===== src/rtl/hazard_stall_ctrl_if.sv =====
// Pipeline sequencing bundle: hazard/handshake inputs and per-register
// advance/hold/bubble controls, plus observability outputs.
interface hazard_stall_ctrl_if #(
    parameter int unsigned CNT_W = 32
);
    logic             ID_EX_MemRead;
    logic [4:0]       ID_EX_RegisterRd;
    logic [4:0]       IF_ID_RegisterRs1;
    logic [4:0]       IF_ID_RegisterRs2;
    logic             branch_taken;
    logic             mem_req;
    logic             mem_ack;
    logic             PC_Write;
    logic             IF_ID_Write;
    logic             IF_Flush;
    logic             ID_Flush_lwstall;
    logic             ID_EX_Write;
    logic             EX_MEM_Write;
    logic             MEM_WB_Flush;
    logic [CNT_W-1:0] stall_count;
    logic             mem_timeout;
    logic [1:0]       state_dbg;

    // Pipeline side: drives hazard/handshake info, consumes controls.
    modport master (
        output ID_EX_MemRead, ID_EX_RegisterRd, IF_ID_RegisterRs1, IF_ID_RegisterRs2,
               branch_taken, mem_req, mem_ack,
        input  PC_Write, IF_ID_Write, IF_Flush, ID_Flush_lwstall, ID_EX_Write,
               EX_MEM_Write, MEM_WB_Flush, stall_count, mem_timeout, state_dbg
    );

    // Controller side.
    modport slave (
        input  ID_EX_MemRead, ID_EX_RegisterRd, IF_ID_RegisterRs1, IF_ID_RegisterRs2,
               branch_taken, mem_req, mem_ack,
        output PC_Write, IF_ID_Write, IF_Flush, ID_Flush_lwstall, ID_EX_Write,
               EX_MEM_Write, MEM_WB_Flush, stall_count, mem_timeout, state_dbg
    );
endinterface


===== src/rtl/hazard_stall_ctrl.sv =====
// Pipeline sequencing controller for the 5-stage core: load-use bubbles,
// taken-branch IF/ID flush and data-memory wait freezes, with a saturating
// stall-cycle counter and a sticky memory-timeout flag.
module hazard_stall_ctrl #(
    parameter int unsigned MAX_WAIT = 15,
    parameter int unsigned CNT_W    = 32
) (
    input logic              clk,
    input logic              reset,
    hazard_stall_ctrl_if.slave bus
);
    typedef enum logic [1:0] {
        StRun      = 2'd0,
        StLwBubble = 2'd1,
        StMemWait  = 2'd2,
        StUnused   = 2'd3
    } state_e;

    localparam logic [7:0] MaxWait = 8'(MAX_WAIT);

    state_e           state_q, state_d;
    logic [7:0]       wait_q, wait_d;
    logic             timeout_q, timeout_d;
    logic [CNT_W-1:0] stall_cnt_q, stall_cnt_d;

    logic memstall;
    logic lu_hazard;
    logic pc_write, if_id_write, id_ex_write, ex_mem_write;
    logic if_flush, id_flush, mem_wb_flush;

    assign memstall  = bus.mem_req & ~bus.mem_ack;
    assign lu_hazard = bus.ID_EX_MemRead && (bus.ID_EX_RegisterRd != 5'd0) &&
                       ((bus.ID_EX_RegisterRd == bus.IF_ID_RegisterRs1) ||
                        (bus.ID_EX_RegisterRd == bus.IF_ID_RegisterRs2));

    // Next-state, wait counter and pipeline controls; priority memstall > load-use > branch.
    always_comb begin
        state_d      = StRun;
        wait_d       = 8'd0;
        pc_write     = 1'b1;
        if_id_write  = 1'b1;
        id_ex_write  = 1'b1;
        ex_mem_write = 1'b1;
        if_flush     = 1'b0;
        id_flush     = 1'b0;
        mem_wb_flush = 1'b0;
        unique case (state_q)
            StRun, StMemWait, StLwBubble: begin
                if (memstall) begin
                    pc_write     = 1'b0;
                    if_id_write  = 1'b0;
                    id_ex_write  = 1'b0;
                    ex_mem_write = 1'b0;
                    mem_wb_flush = 1'b1;
                    state_d      = StMemWait;
                    // Continuing waits count up (saturating); a fresh wait starts at 1.
                    if (state_q == StMemWait) begin
                        wait_d = (wait_q == 8'hFF) ? wait_q : wait_q + 8'd1;
                    end else begin
                        wait_d = 8'd1;
                    end
                end else if (lu_hazard && (state_q != StLwBubble)) begin
                    // ID is held and re-evaluated, so a coincident branch is not flushed yet.
                    pc_write    = 1'b0;
                    if_id_write = 1'b0;
                    id_flush    = 1'b1;
                    state_d     = StLwBubble;
                end else begin
                    if_flush = bus.branch_taken;
                end
            end
            default: ; // unused encoding: plain advance, recover to StRun
        endcase
        // Held reset presents the idle advance pattern regardless of inputs.
        if (!reset) begin
            pc_write     = 1'b1;
            if_id_write  = 1'b1;
            id_ex_write  = 1'b1;
            ex_mem_write = 1'b1;
            if_flush     = 1'b0;
            id_flush     = 1'b0;
            mem_wb_flush = 1'b0;
        end
    end

    // Sticky timeout and saturating stall counter next values.
    always_comb begin
        timeout_d   = timeout_q | (wait_d == MaxWait);
        stall_cnt_d = stall_cnt_q;
        if (!pc_write && (stall_cnt_q != {CNT_W{1'b1}})) begin
            stall_cnt_d = stall_cnt_q + CNT_W'(1);
        end
    end

    // State registers with asynchronous active-low reset.
    always_ff @(posedge clk or negedge reset) begin
        if (!reset) begin
            state_q     <= StRun;
            wait_q      <= 8'd0;
            timeout_q   <= 1'b0;
            stall_cnt_q <= '0;
        end else begin
            state_q     <= state_d;
            wait_q      <= wait_d;
            timeout_q   <= timeout_d;
            stall_cnt_q <= stall_cnt_d;
        end
    end

    assign bus.PC_Write         = pc_write;
    assign bus.IF_ID_Write      = if_id_write;
    assign bus.ID_EX_Write      = id_ex_write;
    assign bus.EX_MEM_Write     = ex_mem_write;
    assign bus.IF_Flush         = if_flush;
    assign bus.ID_Flush_lwstall = id_flush;
    assign bus.MEM_WB_Flush     = mem_wb_flush;
    assign bus.stall_count      = stall_cnt_q;
    assign bus.mem_timeout      = timeout_q;
    assign bus.state_dbg        = state_q;
endmodule


===== src/flat_wrapper.sv =====
// flat-port wrapper written by rule: the top's interface ports become plain ports
module hazard_stall_ctrl_flat 
#(
    parameter int unsigned MAX_WAIT = 15,
    parameter int unsigned CNT_W    = 32
)
  (clk, reset, bus_ID_EX_MemRead, bus_ID_EX_RegisterRd, bus_IF_ID_RegisterRs1, bus_IF_ID_RegisterRs2, bus_branch_taken, bus_mem_req, bus_mem_ack, bus_PC_Write, bus_IF_ID_Write, bus_IF_Flush, bus_ID_Flush_lwstall, bus_ID_EX_Write, bus_EX_MEM_Write, bus_MEM_WB_Flush, bus_stall_count, bus_mem_timeout, bus_state_dbg);
  hazard_stall_ctrl_if #(.CNT_W(CNT_W)) bus_i ();
  input logic clk;
  input logic reset;
  input wire logic [$bits(bus_i.ID_EX_MemRead)-1:0] bus_ID_EX_MemRead;
  input wire logic [$bits(bus_i.ID_EX_RegisterRd)-1:0] bus_ID_EX_RegisterRd;
  input wire logic [$bits(bus_i.IF_ID_RegisterRs1)-1:0] bus_IF_ID_RegisterRs1;
  input wire logic [$bits(bus_i.IF_ID_RegisterRs2)-1:0] bus_IF_ID_RegisterRs2;
  input wire logic [$bits(bus_i.branch_taken)-1:0] bus_branch_taken;
  input wire logic [$bits(bus_i.mem_req)-1:0] bus_mem_req;
  input wire logic [$bits(bus_i.mem_ack)-1:0] bus_mem_ack;
  output wire logic [$bits(bus_i.PC_Write)-1:0] bus_PC_Write;
  output wire logic [$bits(bus_i.IF_ID_Write)-1:0] bus_IF_ID_Write;
  output wire logic [$bits(bus_i.IF_Flush)-1:0] bus_IF_Flush;
  output wire logic [$bits(bus_i.ID_Flush_lwstall)-1:0] bus_ID_Flush_lwstall;
  output wire logic [$bits(bus_i.ID_EX_Write)-1:0] bus_ID_EX_Write;
  output wire logic [$bits(bus_i.EX_MEM_Write)-1:0] bus_EX_MEM_Write;
  output wire logic [$bits(bus_i.MEM_WB_Flush)-1:0] bus_MEM_WB_Flush;
  output wire logic [$bits(bus_i.stall_count)-1:0] bus_stall_count;
  output wire logic [$bits(bus_i.mem_timeout)-1:0] bus_mem_timeout;
  output wire logic [$bits(bus_i.state_dbg)-1:0] bus_state_dbg;
  assign bus_i.ID_EX_MemRead = bus_ID_EX_MemRead;
  assign bus_i.ID_EX_RegisterRd = bus_ID_EX_RegisterRd;
  assign bus_i.IF_ID_RegisterRs1 = bus_IF_ID_RegisterRs1;
  assign bus_i.IF_ID_RegisterRs2 = bus_IF_ID_RegisterRs2;
  assign bus_i.branch_taken = bus_branch_taken;
  assign bus_i.mem_req = bus_mem_req;
  assign bus_i.mem_ack = bus_mem_ack;
  assign bus_PC_Write = bus_i.PC_Write;
  assign bus_IF_ID_Write = bus_i.IF_ID_Write;
  assign bus_IF_Flush = bus_i.IF_Flush;
  assign bus_ID_Flush_lwstall = bus_i.ID_Flush_lwstall;
  assign bus_ID_EX_Write = bus_i.ID_EX_Write;
  assign bus_EX_MEM_Write = bus_i.EX_MEM_Write;
  assign bus_MEM_WB_Flush = bus_i.MEM_WB_Flush;
  assign bus_stall_count = bus_i.stall_count;
  assign bus_mem_timeout = bus_i.mem_timeout;
  assign bus_state_dbg = bus_i.state_dbg;
  hazard_stall_ctrl #(.MAX_WAIT(MAX_WAIT), .CNT_W(CNT_W)) u_core (.clk(clk), .reset(reset), .bus(bus_i));
endmodule

===== config.mk =====
export PLATFORM = sky130hd
export DESIGN_NAME = hazard_stall_ctrl_flat
export DESIGN_NICKNAME = d
export VERILOG_FILES = /design/src/rtl/hazard_stall_ctrl_if.sv /design/src/rtl/hazard_stall_ctrl.sv /design/src/flat_wrapper.sv
export SDC_FILE = /design/constraint.sdc
export NUM_CORES = 1
export LEC_CHECK = 0
export ABC_AREA = 1
export CORE_MARGIN = 5
export CORE_UTILIZATION = 49
export CTS_CLUSTER_DIAMETER = 120
export CTS_CLUSTER_SIZE = 12
export DETAILED_ROUTE_END_ITERATION = 12
export PLACE_DENSITY = 0.8
export SLEW_MARGIN = 20
export SYNTH_ARGS = -nofsm -noshare
export SYNTH_HDL_FRONTEND = slang
export SYNTH_SLANG_ARGS = --single-unit

===== constraint.sdc =====
create_clock -name clk -period 1.95 [get_ports clk]
set_input_delay 0.39 -clock clk [delete_from_list [all_inputs] [get_ports clk]]
set_output_delay 0.39 -clock clk [all_outputs]
set_load 0.005 [all_outputs]

* After elaboration in Yosys (flattened, before gate mapping)
Index checks and enable logic that the tools add are counted.
** Cells by class
- Add/sub/neg operators :: 2
- Mux-type cells :: 25
- Bitwise logic cells :: 3
- Reduce and logical (&&, ||, !) cells :: 9
- Eq/ne operators :: 8
** Operators with widths (number)
- $add A32 B1 Y32 const B :: 1
- $mux W8 :: 4
- $ne A32 B32 Y1 const B :: 1
- $mux W1 :: 19
- $eq A5 B5 Y1 :: 2
- $add A8 B1 Y8 const B :: 1
- $eq A8 B4 Y1 const B :: 1
- $eq A8 B8 Y1 const B :: 1
- $reduce_bool A5 Y1 :: 1
- $logic_and A1 B1 Y1 :: 4
- $mux W2 :: 2
- $reduce_or A3 Y1 :: 1
- $eq A2 B1 Y1 const B :: 1
- $eq A2 B2 Y1 const B :: 1
- $logic_not A2 Y1 :: 1
- $ne A2 B1 Y1 const B :: 1
- $and A1 B1 Y1 :: 1
- $logic_not A1 Y1 :: 1
- $logic_or A1 B1 Y1 :: 1
- $not A1 Y1 :: 1
- $or A1 B1 Y1 :: 1
** Storage, ports and cells
- Input port bits :: 21
- Bits in registers :: 43
- Logic and storage cells :: 51
- Output and inout bits :: 42

* Longest topological paths before layout
Gate-level depths: netlist of run 1.
- Depth after elaboration :: 10
- Gate-level depth with buffers :: 12
- Gate-level depth less buffers :: 11

* Worst setup path after synthesis of run 1
Ideal clock, no wire load.
- Path kind :: register to output
- Start :: register u_core.state_q[0] (netlist: u_core.bus.state_dbg[0])
- End :: output bus_PC_Write
- Path buffers :: 2
- Data arrival time :: 1.372 ns
- Setup slack :: 0.188 ns
- Cell stages (with the launch flop) :: 7
- Path through :: dfrtp_1 -> nand2_1 -> inv_1 -> nor2_2 -> clkbuf_1 -> nand2_1 -> buf_4
** On the way
- Word-level cells in the longest chain between the ends :: 6
- Elaborated cells on any way between the ends :: 10
- Those cells by class :: 3 x eq/ne; 4 x mux; 3 x reduce/logical
** RTL lines
- from (decl) :: RTL line hazard_stall_ctrl.sv:21 : state_e state_q, state_d;
- from (signal assigned) :: RTL line hazard_stall_ctrl.sv:98 : state_q <= StRun;
- from (signal assigned) :: RTL line hazard_stall_ctrl.sv:103 : state_q <= state_d;
- $ne A2 B1 Y1 :: RTL line hazard_stall_ctrl.sv:62 : end else if (lu_hazard && (state_q != StLwBubble)) begin
- $logic_and A1 B1 Y1 :: RTL line hazard_stall_ctrl.sv:62
- $mux W1 (2 in series)
- $mux W1 (*) (2 in series)
- to (decl) :: RTL line flat_wrapper.sv:18 : output wire logic [$bits(bus_i.PC_Write)-1:0] bus_PC_Write;
Mark *: on every way between the ends. The rest lies on a longest branch, timed or not.

* Worst setup path after layout of run 1
- Start :: input bus_mem_req
- End :: output bus_IF_ID_Write
** On the way
- Word-level cells in the longest chain between the ends :: 4
** RTL lines
- from (decl) :: RTL line flat_wrapper.sv:16 : input wire logic [$bits(bus_i.mem_req)-1:0] bus_mem_req;
- $and A1 B1 Y1 :: RTL line hazard_stall_ctrl.sv:31 : assign memstall = bus.mem_req & ~bus.mem_ack;
- $mux W1 :: RTL line hazard_stall_ctrl.sv:49 : if (memstall) begin
- $mux W1 :: RTL line hazard_stall_ctrl.sv:47 : unique case (state_q)
- $mux W1 :: RTL line hazard_stall_ctrl.sv:75 : if (!reset) begin
- to (decl) :: RTL line flat_wrapper.sv:19 : output wire logic [$bits(bus_i.IF_ID_Write)-1:0] bus_IF_ID_Write;
No other way between the ends.

==> summary by stage, run 1 <==
Outcome
The run finished with clean final reports.

Critical path
The critical path arrival is 1.53 ns. The cell type of the slowest stage on the worst timing path is clkdlybuf4s50_1. The endpoint identified for the worst register-to-register timing path is u_core.bus.stall_count[17]$_DFFE_PN0P_. Measured in cells, the most critical reg-to-reg path has a length of 9. The worst setup path is launched from an input pin. The largest single stage delay on the critical path is around 0.45 ns.

Traced cell by cell, the critical path runs through clkdlybuf4s50_1 > inv_1 > or2_4 > buf_6 > nand2_4 > nand2_1 > clkbuf_2. The worst setup slack for register-to-register paths is ~0.15 ns. The worst register-to-register path begins at u_core.bus.stall_count[1]$_DFFE_PN0P_.

The worst setup path is captured at a primary output. The startpoint-to-endpoint class of the critical path is input pin to primary output. In this run the worst path has a maximum fanout of 3. The worst endpoint required time is 1.56 ns.

Drt
The number of search-and-repair iterations in the first detailed-routing pass is 5. For this block, the routed nets add up to ~8400 um of wire. After detailed routing, the met2 layer carries 4157 um of wire. For this run, design rule violations remaining after detail routing come to 0.

The length of routed wiring on met1 is ~3700 um. The mean routed wirelength per cell is about 13 um. Using the TritonRoute via totals, the vias-per-cell ratio works out to around 5.

The overall via count from detail_route is ~3300. The number of violations reported at the end of detailed-routing iteration 0 is 189. The uppermost layer routed is met4. Once detail routing completed, the nets flagged for antenna violations numbered 0. The routed design uses between 300 and 400 um of met3 wire.

Logic synthesis
The number of enable-type register cells in the synthesized netlist is 0. The commonest cells after synthesis are nand2_1 (179), nor2_1 (62), dfrtp_1 (43), inv_1 (39), nand4_1 (34). After synthesis, the netlist uses 29 different library cells. The cell type contributing the most total cell area after synthesis is dfrtp_1. The prevailing post-synth register cell is dfrtp_1. The number of nets handed over by synthesis was around 510. The per-instance average area after synthesis is between 6 and 7 um2. The number of synthesis warnings is 0.

The most frequent cell after synthesis is nand2_1. By area the synthesized netlist is led by dfrtp_1 (33%), nand2_1 (20%), nor2_1 (7.1%). After synthesis, the largest area contributor takes up between 30 and 40% of total cell area. Counting flops and latches in the post-synthesis netlist gives 43.

Counting every instance in the synthesized netlist gives a little under 500. The post-synth design cell area is roughly 3300 um2. The share of flip-flops with an asynchronous set or reset is 100.0%.

The post-synthesis sequential area ratio is 32.81%.

STA
The number of endpoints with negative hold slack in the final report was 0. Headroom to the max-slew limit came out at ~63%. After layout, the minimum clock period comes to 1.921 ns. At the pin with the least slew margin, the transition time is ~0.55 ns. The final critical path takes up between 90% and 100% of the cycle.

Timing would allow up to between 500 and 600 MHz. Setup violations remaining at the end of the flow were counted as 0. The maximum clock skew at final layout is 0.007990 ns. The final-report max-slew violation count is 0. After routing, the total negative slack on setup checks comes to 0 ns. The smallest setup slack after layout is about 0.029 ns.

Global routing
The initial antenna violation count is 0. Entering global routing, the biggest net connects between 40 and 50 pins. Global routing used roughly a fifth of the available tracks.

The global-route wire length before repair is 14450 um. The leftover overflow at the end of global routing is 0. The number of global-route vias before repair is approximately 3200.

Cells and area
Cells with a size suffix above 1 make up 17.08% of the layout. The synthesis-to-layout area growth is 26.75%. The end-of-flow core utilization is between 60% and 70%. Fill cells in the final layout number 586. The final-stage net count is 585. Once layout is complete, the cells apart from fillers number 639.

0 antenna diodes ended up in the layout.

Pwr
The power per cell area is about 480 nW/um2. The worst-case IR drop observed on VDD is between 0.5 and 0.6 mV. The analysis attributes to cell leakage a power of roughly 2.1 nW.

Floorplanning
The core region is approximately 6400 um2. After floorplanning, the core was divided into 29 placement rows. The I/O pin total is 63.

The floorplan die area is 8429 um2. The starting utilization of the core area is just over 50%. In this run the horizontal extent of the chip is between 90 and 100 um.

From bottom edge to top edge, the die measures approximately 92 um.

Placed design
The placed instance count is 630. The HPWL after detailed placement is about 6500 um. The count of buffers inserted at the top-level ports is 62. The weighted congestion reported at the end of routability-driven placement is ~0.95.

The post-place setup slack is -0.6041 ns.

Clock network
The maximum level of the CTS H-tree is 2. For this design, the CTS-stage hold fixing added 0 buffers. TritonCTS created 5 clock buffers.

The clock-pin slew of the registers on the worst-case setup and hold paths is ~0.080 ns. The later pin in the worst-skew pair is clocked with a latency of around 0.29 ns. The maximum number of buffers from clock root to sink is 2. The clock tree root driver cell is clkbuf_8. The tree built by TritonCTS fans out to 43 sinks. TritonCTS built the clock tree.

Run
The number of maximum-capacitance constraint violations is 0.

Hold path
In this run the worst hold path is classified as input pin to asynchronous set/reset pin.
-- layout make-up --
class / count / area (um2) / share of cell area (%)
Clock buffer: 6 / 82.58 / 1.987
Clock inverter: 1 / 5.005 / 0.1204
Inverter: 45 / 168.9 / 4.064
Multi-Input combinational cell: 385 / 1959 / 47.14
Sequential cell: 43 / 1076 / 25.89
Tap cell: 77 / 96.34 / 2.318
Timing Repair Buffer: 82 / 768.2 / 18.48
-- cells by family (layout without fill, tap and decap cells) --
kind of cell | Yosys count | in the layout | share of synthesized area [%]
AND/OR/NAND/NOR | 362 | 362 | 52.31
buffers and inverters | 60 | 134 | 8.851
flip-flops | 43 | 43 | 32.81
XOR/XNOR | 18 | 18 | 4.807
AO/OA/AOI/OAI | 3 | 3 | 0.4577
adder cells (fa/ha/maj) | 2 | 2 | 0.7629
-- worst max path at each step --
stage / start / to
3_3_place_gp: bus_ID_EX_RegisterRd[4] / bus_ID_Flush_lwstall
2_1_floorplan: u_core.bus.state_dbg[0]$_DFF_PN0_ / bus_PC_Write
4_1_cts: bus_IF_ID_RegisterRs1[2] / bus_PC_Write
3_5_place_dp: bus_ID_EX_RegisterRd[3] / bus_ID_Flush_lwstall
5_1_grt: bus_ID_EX_RegisterRd[0] / bus_IF_ID_Write
6_report: bus_mem_req / bus_IF_ID_Write
-- registers in the layout (all words and copies together) (netlist names) --
register,flops
u_core.bus.stall_count,32
u_core.wait_q,8
u_core.bus.mem_timeout,1
u_core.bus.state_dbg,2
-- per-layer routing --
metal / vias to the layer above / track usage (%)
met5: - / 0
met4: 0 / 5.322
met3: 12 / 3.437
met2: 87 / 36.15
met1: 1509 / 25.65
li1: 1679 / -
-- worst max-delay path: cells and delay by family --
kind / cells / cell delay (ns)
buf+inv: 4 / 0.73
simple gates: 3 / 0.41
-- through the flow --
stage	power [W]	instance area, um2	hold slack, ns
floorplan	0.001204	3279	0.09441
global placement	0.001403	4030	0.4487
finish	0.001974	4156	0.1838
global route	0.002083	4156	0.2334
detailed placement	0.001416	4030	0.4532
CTS	0.001990	4118	0.1995
-- power by group --
part / switching, W / total, W / internal, W
registers: 0.0000501 / 0.000977 / 0.000926
clock network: 0.000300 / 0.000579 / 0.000278
logic: 0.000221 / 0.000419 / 0.000198
total: 0.000571 / 0.00197 / 0.00140
-- layout by cell type, fill, tap and decap left out, types with 3 or more instances in the layout --
cell	netlist	layout
clkdlybuf4s50_1	0	39
nand4_1	34	34
buf_2	7	3
or2_2	4	4
dfrtp_1	43	43
nand2_2	32	32
clkbuf_8	0	6
nor2_2	5	6
clkdlybuf4s15_1	0	4
nand3_1	18	18
inv_2	6	6
nand3b_1	14	14
nor2_4	4	6
xor2_1	11	11
dlygate4sd2_1	0	13
nor2_1	62	59
xnor2_1	7	6
inv_1	39	39
buf_4	2	16
nand2_1	179	178
-- repair_timing --
action	CTS	global route
setup endpoints to repair	38	38
pin swaps	9	6
setup buffers	1	1
hold endpoints to repair	0	0
resized for setup	35	15
(Power assumes the default switching activity.)
==> run 2: changes to the inputs <==
Settings changed: CTS_CLUSTER_SIZE 12 to 28, RECOVER_POWER from default to 50.
==> run 2 against run 1 <==
  * Highest routed layer unchanged
  * Largest cell class unchanged
  * Global-route usage unchanged
  * Die area unchanged
  * Critical endpoint unchanged
  * Maximum frequency is essentially flat
  * Critical path depth stayed put
  * Non-clock buffer count unchanged
  * Worst hold slack better by 0.20 ns
  * Combinational power is essentially flat
  * Clock skew is essentially flat
  * Clock-buffer cell count unchanged
  * First-iteration DRC count did not move
==> summary by stage, run 2 (synthesis gave the netlist of run 1 again) <==
STA
The fmax is 520.7 MHz (was 520.6 MHz). The number of endpoints with negative hold slack in the final report came to 0 (unchanged). The worst hold slack is 0.3881 ns (was 0.1838 ns). The final-report max-slew violation count was 0 (unchanged).

The aggregate negative setup slack was 0 ns (unchanged). The final critical path time including I/O delays and setup was 1.921 ns (about the same). The total setup violations reported at the end of the flow is 0 (unchanged).

The maximum clock skew at final layout is 0.008024 ns (was 0.007990 ns). The headroom to the max-slew limit is 28.95% (was 63.42%). The transition time at the pin with the least slew margin is 1.066 ns (was 0.5487 ns). The final worst-path cycle share is 98.50% (was 98.51%).

Critical path
The worst setup slack for register-to-register paths is 0.15 ns (about the same). The longest individual stage delay on the worst path was 0.45 ns (about the same). Critical-path cell list: clkdlybuf4s50_1 > inv_1 > or2_4 > buf_6 > nand2_4 > nand2_1 > clkbuf_2 (unchanged). The end point of the critical path is bus_IF_ID_Write (unchanged). The terminus of the critical flop-to-flop path is u_core.bus.stall_count[17]$_DFFE_PN0P_ (unchanged). The maximum fanout encountered on the critical timing path is 3 (unchanged).

The worst endpoint required time is 1.56 ns (about the same). The critical path arrival was 1.53 ns (about the same). The cell type of the slowest stage on the worst timing path is clkdlybuf4s50_1 (unchanged). The startpoint-to-endpoint class of the critical path is input pin to primary output (unchanged).

The nature of the critical path endpoint is a primary output (unchanged). The element type at the critical path start is an input pin (unchanged). The launch point of the worst path was bus_mem_req (unchanged).

The worst reg2reg path depth is 9 (unchanged). The launching point of the worst reg2reg path is u_core.bus.stall_count[1]$_DFFE_PN0P_ (unchanged).

Outcome
Status: finished, final reports clean (unchanged).

Drt
The length of routed wiring on met1 is 3717 um (was 3712 um). The number of violations reported at the end of detailed-routing iteration 0 is 189 (unchanged). The count of unresolved DRC violations after routing is 0 (unchanged). The routed wire length on met3 is 368 um (was 373 um). The mean number of vias per cell was 5.138 (was 5.144).

The overall via count from detail_route is 3283 (was 3287). The sum of met2 wire segment lengths after detailed routing came to 4152 um (was 4157 um). The mean routed wirelength per cell is 13.09 um (about the same). The number of search-and-repair iterations in the first detailed-routing pass is 5 (unchanged). The uppermost layer routed is met4 (unchanged).

The number of nets with antenna violations after detailed routing is 0 (unchanged). The detailed-route wire length is 8362 um (was 8365 um).

Global routing
The number of global-route vias before repair is 3195 (unchanged). The overall global routing resource usage is 20.37% (unchanged). The leftover overflow at the end of global routing came to 0 (unchanged).

The global-route wire length before repair is 14450 um (unchanged). The maximum number of pins on one net before global-route repair is 44 (unchanged). The initial antenna violation count is 0 (unchanged).

Placed design
The count of buffers inserted at the top-level ports came to 62 (unchanged). The weighted congestion reported at the end of routability-driven placement was 0.9467 (unchanged). The half-perimeter wire length after placement is 6459 um (unchanged). The total placed instance area came to 4030 um2 (unchanged).

Clock network
The clock buffer count from CTS is 5 (unchanged). The maximum number of buffers from clock root to sink came to 2 (unchanged). The clock net sink count is 43 (unchanged). The clock insertion delay at the later pin of the skew report is 0.29 ns (about the same).

The maximum level of the CTS H-tree came to 2 (unchanged). The clock tree root driver cell was clkbuf_8 (unchanged). The clock-pin slew of the registers on the worst-case setup and hold paths is 0.08 ns (about the same). The CTS tree is built (unchanged).

Cells and area
The number of flip-flops in the largest register was 32 (unchanged). The area of the multi-input gates is 1959 um2 (unchanged). The end-of-flow core utilization is 64.68% (was 64.72%).

The sequential cell area in the final layout came to 1076 um2 (unchanged). The final-stage net count is 585 (unchanged). Commonest cells after routing, fill and taps aside: nand2_1 (178), nor2_1 (59), dfrtp_1 (43) (unchanged). The antenna diode instance count is 0 (unchanged). The post-route cell area is 4154 um2 (was 4156 um2).

The number of fill cells is 586 (unchanged). The ratio of cells with drive above 1 in the final layout is 17.08% (unchanged). The most common library cell in the layout ignoring fill and taps is nand2_1 (unchanged). The synthesis-to-layout area growth was 26.67% (was 26.75%).

Pwr
The power per cell area is 474.8 nW/um2 (was 475.0 nW/um2). The relative contribution of the clock network to total power is 29.3% (about the same). The static leakage power is 2.077 nW (was 2.078 nW). The total power after layout is 0.001972 W (was 0.001974 W). The design internal power is 0.001402 W (was 0.001403 W).

The switching power is 0.0005698 W (was 0.0005712 W). The sequential cell fraction of total power is 49.5% (about the same). The maximum ir drop on the vdd rail is 0.5155 mV (was 0.5156 mV).

The portion of total power attributed to combinational logic is 21.2% (about the same). The fraction of power spent switching nets is 28.89% (was 28.93%).

Floorplanning
The die span in y is 91.81 um (unchanged). The placeable core region was 6422 um2 (unchanged). The starting utilization of the core area is 51.06% (unchanged).

The I/O pin total is 63 (unchanged). The number of cell rows is 29 (unchanged). The floorplan die area is 8429 um2 (unchanged). The width of the chip is 91.81 um (unchanged).

Run
The number of maximum-capacitance constraint violations came to 0 (unchanged).

Hold path
The type of the most critical hold path was input pin to asynchronous set/reset pin (unchanged).
[run 2: critical path, delay by kind of cell]
family	cells	cell delay, ns
simple gates	3	0.41
buf+inv	4	0.73
[run 2: timing repair]
action / 4_1_cts / 5_1_grt
hold buffers: 0 / 0
setup buffers: 1 / 1
setup endpoints to repair: 38 / 38
pin swaps: 9 / 6
hold endpoints to repair: 0 / 0
resized for setup: 35 / 15
[run 2: layout make-up]
| type | count | share of cell area [%] |
|---|---|---|
| repair buffers | 82 | 18.43 |
| flip-flops and latches | 43 | 25.90 |
| clock inverters | 1 | 0.1205 |
| clock buffers | 6 | 1.988 |
| multi-input cells | 385 | 47.17 |
| well taps | 77 | 2.319 |
| inverters | 45 | 4.066 |
[run 2: worst min-delay path by stage]
stage	startpoint	to	slack, ns	cells after the start
after floorplan	reset	u_core.bus.mem_timeout$_DFF_PN0_	0.09	0
after global placement	u_core.bus.mem_timeout$_DFF_PN0_	u_core.bus.mem_timeout$_DFF_PN0_	0.45	2
after detailed placement	u_core.bus.mem_timeout$_DFF_PN0_	u_core.bus.mem_timeout$_DFF_PN0_	0.45	2
after CTS	reset	u_core.wait_q[3]$_DFF_PN0_	0.20	2
after global routing	reset	u_core.bus.stall_count[11]$_DFFE_PN0P_	0.48	2
final	reset	u_core.bus.stall_count[13]$_DFFE_PN0P_	0.39	2
[run 2: power by group through the flow]
stage	sequential (W)	clock [W]	combinational, W
3_3_place_gp	0.000992	0	0.000412
2_1_floorplan	0.000997	0	0.000207
6_report	0.000977	0.000578	0.000418
4_1_cts	0.000978	0.000599	0.000414
5_1_grt	0.000983	0.000630	0.000469
3_5_place_dp	0.000996	0	0.000421
[run 2: per-stage QoR]
stage	cells	setup slack (ns)
global placement	630	-0.5524
detailed placement	630	-0.6041
finish	639	0.02935
global route	639	-0.0004519
CTS	638	-0.06439
floorplan	488	0.1880
[run 2: layer usage]
metal | GRT usage, % | up-vias
li1 | - | 1678
met1 | 25.65 | 1506
met2 | 36.15 | 87
met3 | 3.437 | 12
met4 | 5.322 | 0
met5 | 0 | -
